## config.mk

```make
export PLATFORM = sky130hd
export DESIGN_NAME = canny_dual_threshold
export DESIGN_NICKNAME = d
export VERILOG_FILES = /design/src/rtl/canny_dual_threshold.sv
export SDC_FILE = /design/constraint.sdc
export NUM_CORES = 1
export LEC_CHECK = 0
export ABC_AREA = 1
export CAP_MARGIN = 20
export CORE_ASPECT_RATIO = 0.6
export CORE_MARGIN = 2
export CORE_UTILIZATION = 50
export DETAILED_ROUTE_END_ITERATION = 7
export GPL_ROUTABILITY_DRIVEN = 0
export PLACE_DENSITY = 0.72
export SLEW_MARGIN = 25
export SYNTH_ARGS = -nofsm -noshare
export SYNTH_HDL_FRONTEND = slang
export SYNTH_SLANG_ARGS = --single-unit
```

## constraint.sdc

```tcl
create_clock -name clk -period 3.55 [get_ports clk]
set_input_delay 0.355 -clock clk [delete_from_list [all_inputs] [get_ports clk]]
set_output_delay 0.355 -clock clk [all_outputs]
set_load 0.02 [all_outputs]
```

## src/rtl/canny_dual_threshold.sv

```systemverilog
// Frame-adaptive double-threshold classifier for the Canny edge path.
// At each accepted frame end the peak magnitude is scaled by HI_NUM/16 and then
// LO_NUM/16 with a 4-step shift-add multiply. The new thresholds take effect in
// one step, and every pixel is labelled none/weak/strong through a 2-stage pipe.
module canny_dual_threshold #(
    parameter int unsigned W      = 20,
    parameter int unsigned HI_NUM = 8,
    parameter int unsigned LO_NUM = 6
) (
    input  logic         clk,
    input  logic         rst,
    input  logic         frame_end,
    input  logic [W-1:0] peak_val,
    input  logic         pix_valid,
    input  logic [W-1:0] pix_mag,
    output logic         out_valid,
    output logic [1:0]   edge_class,
    output logic [W-1:0] thr_high,
    output logic [W-1:0] thr_low,
    output logic         thr_update,
    output logic         busy,
    output logic         peak_clr
);

    localparam logic [3:0] HiBits = 4'(HI_NUM);
    localparam logic [3:0] LoBits = 4'(LO_NUM);

    typedef enum logic [1:0] {StIdle, StCalcHi, StCalcLo, StApply} state_e;

    state_e       state_q, state_d;
    logic [W-1:0] op_q, shadow_hi_q, shadow_lo_q, thr_high_q, thr_low_q;
    logic [W+3:0] acc_q, acc_step;
    logic [1:0]   k_q;
    logic         peak_clr_q, thr_update_q;
    logic         accept, mult_bit;
    logic         s1_valid_q, ge_hi_q, ge_lo_q;
    logic         out_valid_q;
    logic [1:0]   edge_class_q;

    // State register
    always_ff @(posedge clk) begin
        if (rst) state_q <= StIdle;
        else     state_q <= state_d;
    end

    // Next-state logic; frame_end outside StIdle is simply not looked at
    always_comb begin
        state_d = state_q;
        case (state_q)
            StIdle:   if (frame_end) state_d = StCalcHi;
            StCalcHi: if (k_q == 2'd0) state_d = StCalcLo;
            StCalcLo: if (k_q == 2'd0) state_d = StApply;
            StApply:  state_d = StIdle;
            default:  state_d = StIdle;
        endcase
    end

    // FSM outputs and one shift-add step (MSB-first over the 4-bit multiplier)
    always_comb begin
        busy     = (state_q != StIdle);
        accept   = (state_q == StIdle) && frame_end;
        mult_bit = 1'b0;
        if (state_q == StCalcHi)      mult_bit = HiBits[k_q];
        else if (state_q == StCalcLo) mult_bit = LoBits[k_q];
        acc_step = {acc_q[W+2:0], 1'b0} + (mult_bit ? {4'b0000, op_q} : '0);
    end

    // Threshold datapath: operand/accumulator/counter, shadows and active thresholds
    always_ff @(posedge clk) begin
        if (rst) begin
            op_q         <= '0;
            acc_q        <= '0;
            k_q          <= 2'd0;
            shadow_hi_q  <= '0;
            shadow_lo_q  <= '0;
            thr_high_q   <= '1;
            thr_low_q    <= '1;
            peak_clr_q   <= 1'b0;
            thr_update_q <= 1'b0;
        end else begin
            peak_clr_q   <= accept;
            thr_update_q <= (state_q == StApply);
            case (state_q)
                StIdle: begin
                    if (frame_end) begin
                        op_q  <= peak_val;
                        acc_q <= '0;
                        k_q   <= 2'd3;
                    end
                end
                StCalcHi: begin
                    if (k_q == 2'd0) begin
                        // High result becomes the operand of the low multiply
                        shadow_hi_q <= acc_step[W+3:4];
                        op_q        <= acc_step[W+3:4];
                        acc_q       <= '0;
                        k_q         <= 2'd3;
                    end else begin
                        acc_q <= acc_step;
                        k_q   <= k_q - 2'd1;
                    end
                end
                StCalcLo: begin
                    if (k_q == 2'd0) begin
                        shadow_lo_q <= acc_step[W+3:4];
                    end else begin
                        acc_q <= acc_step;
                        k_q   <= k_q - 2'd1;
                    end
                end
                StApply: begin
                    thr_high_q <= shadow_hi_q;
                    thr_low_q  <= shadow_lo_q;
                end
                default: ;
            endcase
        end
    end

    // Classifier pipeline, independent of the FSM
    always_ff @(posedge clk) begin
        if (rst) begin
            s1_valid_q   <= 1'b0;
            ge_hi_q      <= 1'b0;
            ge_lo_q      <= 1'b0;
            out_valid_q  <= 1'b0;
            edge_class_q <= 2'd0;
        end else begin
            s1_valid_q   <= pix_valid;
            ge_hi_q      <= (pix_mag >= thr_high_q);
            ge_lo_q      <= (pix_mag >= thr_low_q);
            out_valid_q  <= s1_valid_q;
            edge_class_q <= ge_hi_q ? 2'd2 : (ge_lo_q ? 2'd1 : 2'd0);
        end
    end

    assign out_valid  = out_valid_q;
    assign edge_class = edge_class_q;
    assign thr_high   = thr_high_q;
    assign thr_low    = thr_low_q;
    assign thr_update = thr_update_q;
    assign peak_clr   = peak_clr_q;

endmodule

```

-- Word level (Yosys, flattened, before mapping)
Index checks and enable logic that the tools add are counted.
- input port bits: 44
- register bits: 135
- word-level logic and storage cells: 64
- output and inout bits: 46
- add/subtract/negate cells: 2
- muxes and demuxes: 24
- magnitude comparators: 3
- reductions and logical operators: 12
- equal/unequal tests: 7
- operators with widths (cell ; count):
    2-to-1 mux 23 bit ; 3
    case mux 23 bit (3 select lines) ; 1
    2-to-1 mux 20 bit ; 3
    greater-or-equal comparator 20 bit ; 2
    case mux 20 bit (2 select lines) ; 1
    adder 24 x 20 -> 24 bit ; 1
    2-to-1 mux 2 bit ; 7
    AND reduction 3 bit ; 3
    case mux 2 bit (4 select lines) ; 1
    case mux 2 bit (3 select lines) ; 1
    2-to-1 mux 1 bit ; 5
    binary-select mux 1 bit (select 2 bit) ; 2
    == test 2 bit, second input constant ; 2
    logical NOT 2 bit ; 2
    != test 2 x 1 -> 1 bit, second input constant ; 2
    != test 2 bit, second input constant ; 2
    AND reduction 2 bit ; 2
    nonzero test 2 bit ; 2
    < comparator 2 x 3 -> 1 bit, second input constant ; 1
    nonzero test 3 bit ; 1
    == test 2 x 1 -> 1 bit, second input constant ; 1
    OR reduction 2 bit ; 1
    subtractor 2 x 1 -> 2 bit, second input constant ; 1
    logical AND 1 bit ; 1

-- Logic depth before layout (Yosys ltp)
- word-level depth: 8
- depth in mapped cells: 22
- mapped depth without buffers: 19

-- Least setup slack after synthesis
Ideal clock, no wire load.
- kind: reg-to-reg
- from: register state_q[1]
- to: register shadow_lo_q[12]
- cell stages (with the launch flop): 21
- required time: 3.435 ns
- arrival: 2.660 ns
- buffers on the path: 3
- clock period less this slack: 2.776 ns
- setup time: 0.115 ns
- path slack: 0.774 ns
- path through: dfxtp_1 > inv_1 > ha_1 > buf_2 > nor2_1 > a21oi_1 > o21ai_0 > buf_2 > buf_2 > nor2_1 > ha_1 > nand2_1 > inv_1 > a21oi_2 > inv_1 > a21oi_2 > nand2_1 > nand2_1 > nand2_1 > o21ai_0 > inv_1
- longest elaborated chain between the ends: 5
- elaborated cells on any way between the ends: 7
- classes of those cells: 1 x add/sub; 2 x eq/ne; 3 x mux; 1 x reduce/logical
- ends and longest elaborated chain (what ; RTL line ; text):
    start, declared ; 30 ; state_e state_q, state_d;
    start signal, assigned ; 42 ; if (rst) state_q <= StIdle;
    start signal, assigned ; 43 ; else state_q <= state_d;
    == test 2 bit ; 64, 83 ;
    2-to-1 mux 1 bit ; 64 ; else if (state_q == StCalcLo) mult_bit = LoBits[k_q];
    2-to-1 mux 1 bit ; 63 ; if (state_q == StCalcHi) mult_bit = HiBits[k_q];
    2-to-1 mux 20 bit ; 65 ; acc_step = {acc_q[W+2:0], 1'b0} + (mult_bit ? {4'b0000, op_q} : '0);
    adder 24 x 20 -> 24 bit ; 65 ;
    end signal, assigned ; 105 ; shadow_lo_q <= acc_step[W+3:4];
    end, declared ; 31 ; logic [W-1:0] op_q, shadow_hi_q, shadow_lo_q, thr_high_q, thr_low_q;
Parallel ways exist; a longest one is shown, timed or not.
A chain may end at the register's enable or synchronous reset.

-- Worst setup path after layout
- from: register state_q[0]
- to: register shadow_hi_q[18]
- longest elaborated chain between the ends: 5
- elaborated cells on any way between the ends: 7
- classes of those cells: 1 x add/sub; 2 x eq/ne; 3 x mux; 1 x reduce/logical
- ends and longest elaborated chain (what ; RTL line ; text):
    == test 2 bit ; 64 ;
    2-to-1 mux 1 bit ; 64 ;
    2-to-1 mux 1 bit ; 63 ;
    2-to-1 mux 20 bit ; 65 ;
    adder 24 x 20 -> 24 bit ; 65 ;
    end signal, assigned ; 94 ; shadow_hi_q <= acc_step[W+3:4];
    end, declared ; 31 ;
Parallel ways exist; a longest one is shown, timed or not.

==> key figures <==
Placement
  • Hpwl dp: 15500 um
  • Dpl cell area: 8750 sq um
  • Dpl cells: 1412
  • Port Buf Inserts: 89

GRT
  • Total GRT Usage: 27.0%
  • Pin count of the biggest net entering global routing: 63
  • Number of global-route vias before repair: 6885
  • Initial antenna violation count: 0
  • First-pass GRT wire length: 34800 um
  • GR Overflow Total: 0

Synth
  • Largest family of logic cells by synthesized area: simple AND/OR/NAND/NOR gates
  • Commonest cells in the netlist: nand2_1 (238), inv_1 (192), nor2_1 (154)
  • Multiplexer share of the synthesized area: 0%
  • Synthesized Nets: 1265
  • Xor and xnor area share after synthesis: 0.904%
  • Cell taking the most area after synthesis: dfxtp_1
  • Post-Synth Adder-Cell Area: 10.8%
  • Synth Area in Compound Gates: 15.9%
  • Cell Area, Synth: 7750 sq um
  • Simple-gate portion of the synthesized area: 25.5%
  • Ys Warns: 0
  • Most numerous cell in the Yosys netlist: nand2_1
  • Unique masters post-synth: 34
  • Main synth FF type: dfxtp_1
  • Async S/R FF share, synth: 0%
  • #FFs+latches synth: 135
  • Post-synth EDFFs: 0
  • Syn Inst Count: 1155
  • Post-synth top area share: 34.9%
  • Sequential fraction of the synthesis area: 34.9%
  • Avg Cell Area, Syn: 6.71 sq um
  • Area contributors post-synth: dfxtp_1 (35%), nand2_1 (12%), ha_1 (10%)

CTS
  • Max Root-Sink Buffers: 2
  • Clk slew on worst S/H paths: 0.06 ns
  • Worst-skew pair later-pin latency: 0.42 ns
  • # H-tree levels: 4
  • Clk root buf: clkbuf_16
  • CTS buffer count: 17
  • CTS tree: built
  • Clk sinks: 135
  • CTS hold repair buffers: 0

Die
  • CORE AREA: 15200 sq um
  • Die X: 165 um
  • Std cell rows: 35
  • Die Ht: 100 um
  • I/O Pins: 90
  • Die area: 16500 sq um
  • Initial Utilization: 50.9%

Min path
  • Hold depth: 2
  • Worst Hold Class: register to register

Final layout
  • Share of cells above drive strength 1: 5.80%
  • Multi-input logic area: 4110 sq um
  • P&R area growth vs syn: 21.1%
  • Final Cell Area: 9390 sq um
  • # fillers: 1419
  • Finished Layout Cells: 1444
  • Fin util: 61.6%
  • Nets: 1338
  • Seq. cell area: 2700 sq um
  • Antenna Cells: 0

STA
  • Count of final setup violators: 0
  • Slew @ Worst Pin: 0.807 ns
  • Final hold vios: 0
  • Tcrit/Tclk final: 92.5%
  • Max Fclk: 304 MHz
  • Slew Limit Fails: 0
  • Final setup TNS: 0 ns
  • Tmin final: 3.28 ns
  • Max_slew headroom: 46.2%
  • Clock Skews: 0.0111 ns
  • RSZ-0062 raised after global routing: no

Power and ir drop
  • Static leakage: 4.89 nW
  • VDD IR max: 0.550 mV
  • Total power per unit cell area: 653 nW/um^2

Setup path
  • Maximum fanout along the worst path: 19
  • Critical path class: register to register
  • Crit-path cells: inv_1 > ha_1 > nor2_1 > a21oi_1 > o21ai_1 > buf_4 > nor2_1 > ha_1 > nand2_1 > nor2_2 > nand2_1 > nor2_1 > nand2_1 > nand4_1 > nand2_1 > o21ai_0 > inv_1
  • Slowest CP cell: ha_1
  • R2R depth: 17
  • CP Capture Type: register
  • Most frequent CP cell: nand2_1
  • Crit path launch type: register
  • Worst Path Required: 3.87 ns
  • CP max stage delay: 0.41 ns
  • Crit path DAT: 3.60 ns

Routing
  • Via density: 5.16
  • DRT antenna net count: 0
  • Routed WL: 21600 um
  • # DRC: 0
  • DRT iter0 DRCs: 668
  • Routed wire length per instance: 14.9 um
  • Pre-antenna DRT Iters: 5
  • Vias: 7444

Run status
  • Status: finished, final reports clean

Run
  • MaxCap Viol Count: 0
[stage by stage]
step | worst slack (ns) | power [mW] | hold slack (ns)
3_3_place_gp | 0.332 | 4.16 | 0.395
5_1_grt | 0.00379 | 6.51 | 0.430
4_1_cts | 0.288 | 6.12 | 0.410
3_5_place_dp | 0.308 | 4.19 | 0.400
2_1_floorplan | 0.774 | 3.49 | 0.388
6_report | 0.265 | 6.13 | 0.407
[worst max-delay path: cells and delay by family, from the launching register on]
kind,cells,cell delay (ns)
adder cells (fa/ha/maj),2,0.69
flip-flops,1,0.37
buffers and inverters,3,0.42
AO/OA/AOI/OAI,3,0.35
AND/OR/NAND/NOR,9,1.33
[metal layers]
layer  wire length [um]  global-route usage, %  vias up
met4                229                   6.22        0
met5                  0                      0        -
met3               1880                   5.58       26
met2               8480                   38.3      277
met1              11000                   41.6     3328
li1                   -                      -     3813
[sequential cells by signal, summed over array words and instances (netlist names)]
register	flops
k_q	2
shadow_lo_q	20
ge_lo_q	1
acc_q	23
edge_class	2
ge_hi_q	1
peak_clr	1
shadow_hi_q	20
thr_low	20
state_q	2
thr_high	20
s1_valid_q	1
out_valid	1
op_q	20
thr_update	1
[report_power, final]
group	switching, mW	internal [mW]	leakage (nW)
logic	1.38	0.749	3.49
registers	0.198	1.88	1.10
clock network	0.728	1.20	0.303
[kinds of logic after synthesis]
| kind of cell | count (synthesis) |
|---|---|
| buffers and inverters | 238 |
| AOI/OAI and AO/OA | 233 |
| DFF | 135 |
| adders and majority gates | 66 |
| xor gates and xnor gates | 8 |
| and+or+nand+nor | 475 |
[cells in the final DEF, fill, tap and decap left out, types with 5 or more instances in the layout]
master           Yosys  layout
nand3_2              6       6
nand4_1             10      10
dfxtp_1            135     135
xor2_1               8       8
clkbuf_16            0      17
nand3_1             41      41
o21ai_0             95      94
a221oi_1             5       5
nand2_1            238     238
nor3_1               6       6
clkdlybuf4s50_1      0      88
nor2_1             154     153
a21oi_1            120     120
buf_4                3      10
inv_1              192     192
nand2_2              9       9
ha_1                65      64
[area by class of cell]
class,count,share of cell area (%)
sequential,135,28.8
inverter,194,7.76
timing repair buffer,98,10.2
clock buffer,18,4.68
tap,203,2.71
multi-input combinational,782,43.8
clock inverter,14,2.09
[path summary, 6_finish.rpt]
path	startpoint	to	slack (ns)
max reg2reg	state_q[0]	shadow_hi_q[18]	0.27
min	s1_valid_q	out_valid	0.41
min reg2reg	s1_valid_q	out_valid	0.41
max	state_q[0]	shadow_hi_q[18]	0.27
[timing repair]
action	in CTS	in global routing
buffers inserted	0	0
endpoints found under the hold margin	0	0
gates resized for setup	0	1
setup endpoints to repair	0	2
Power figures use the tool's default switching activity.
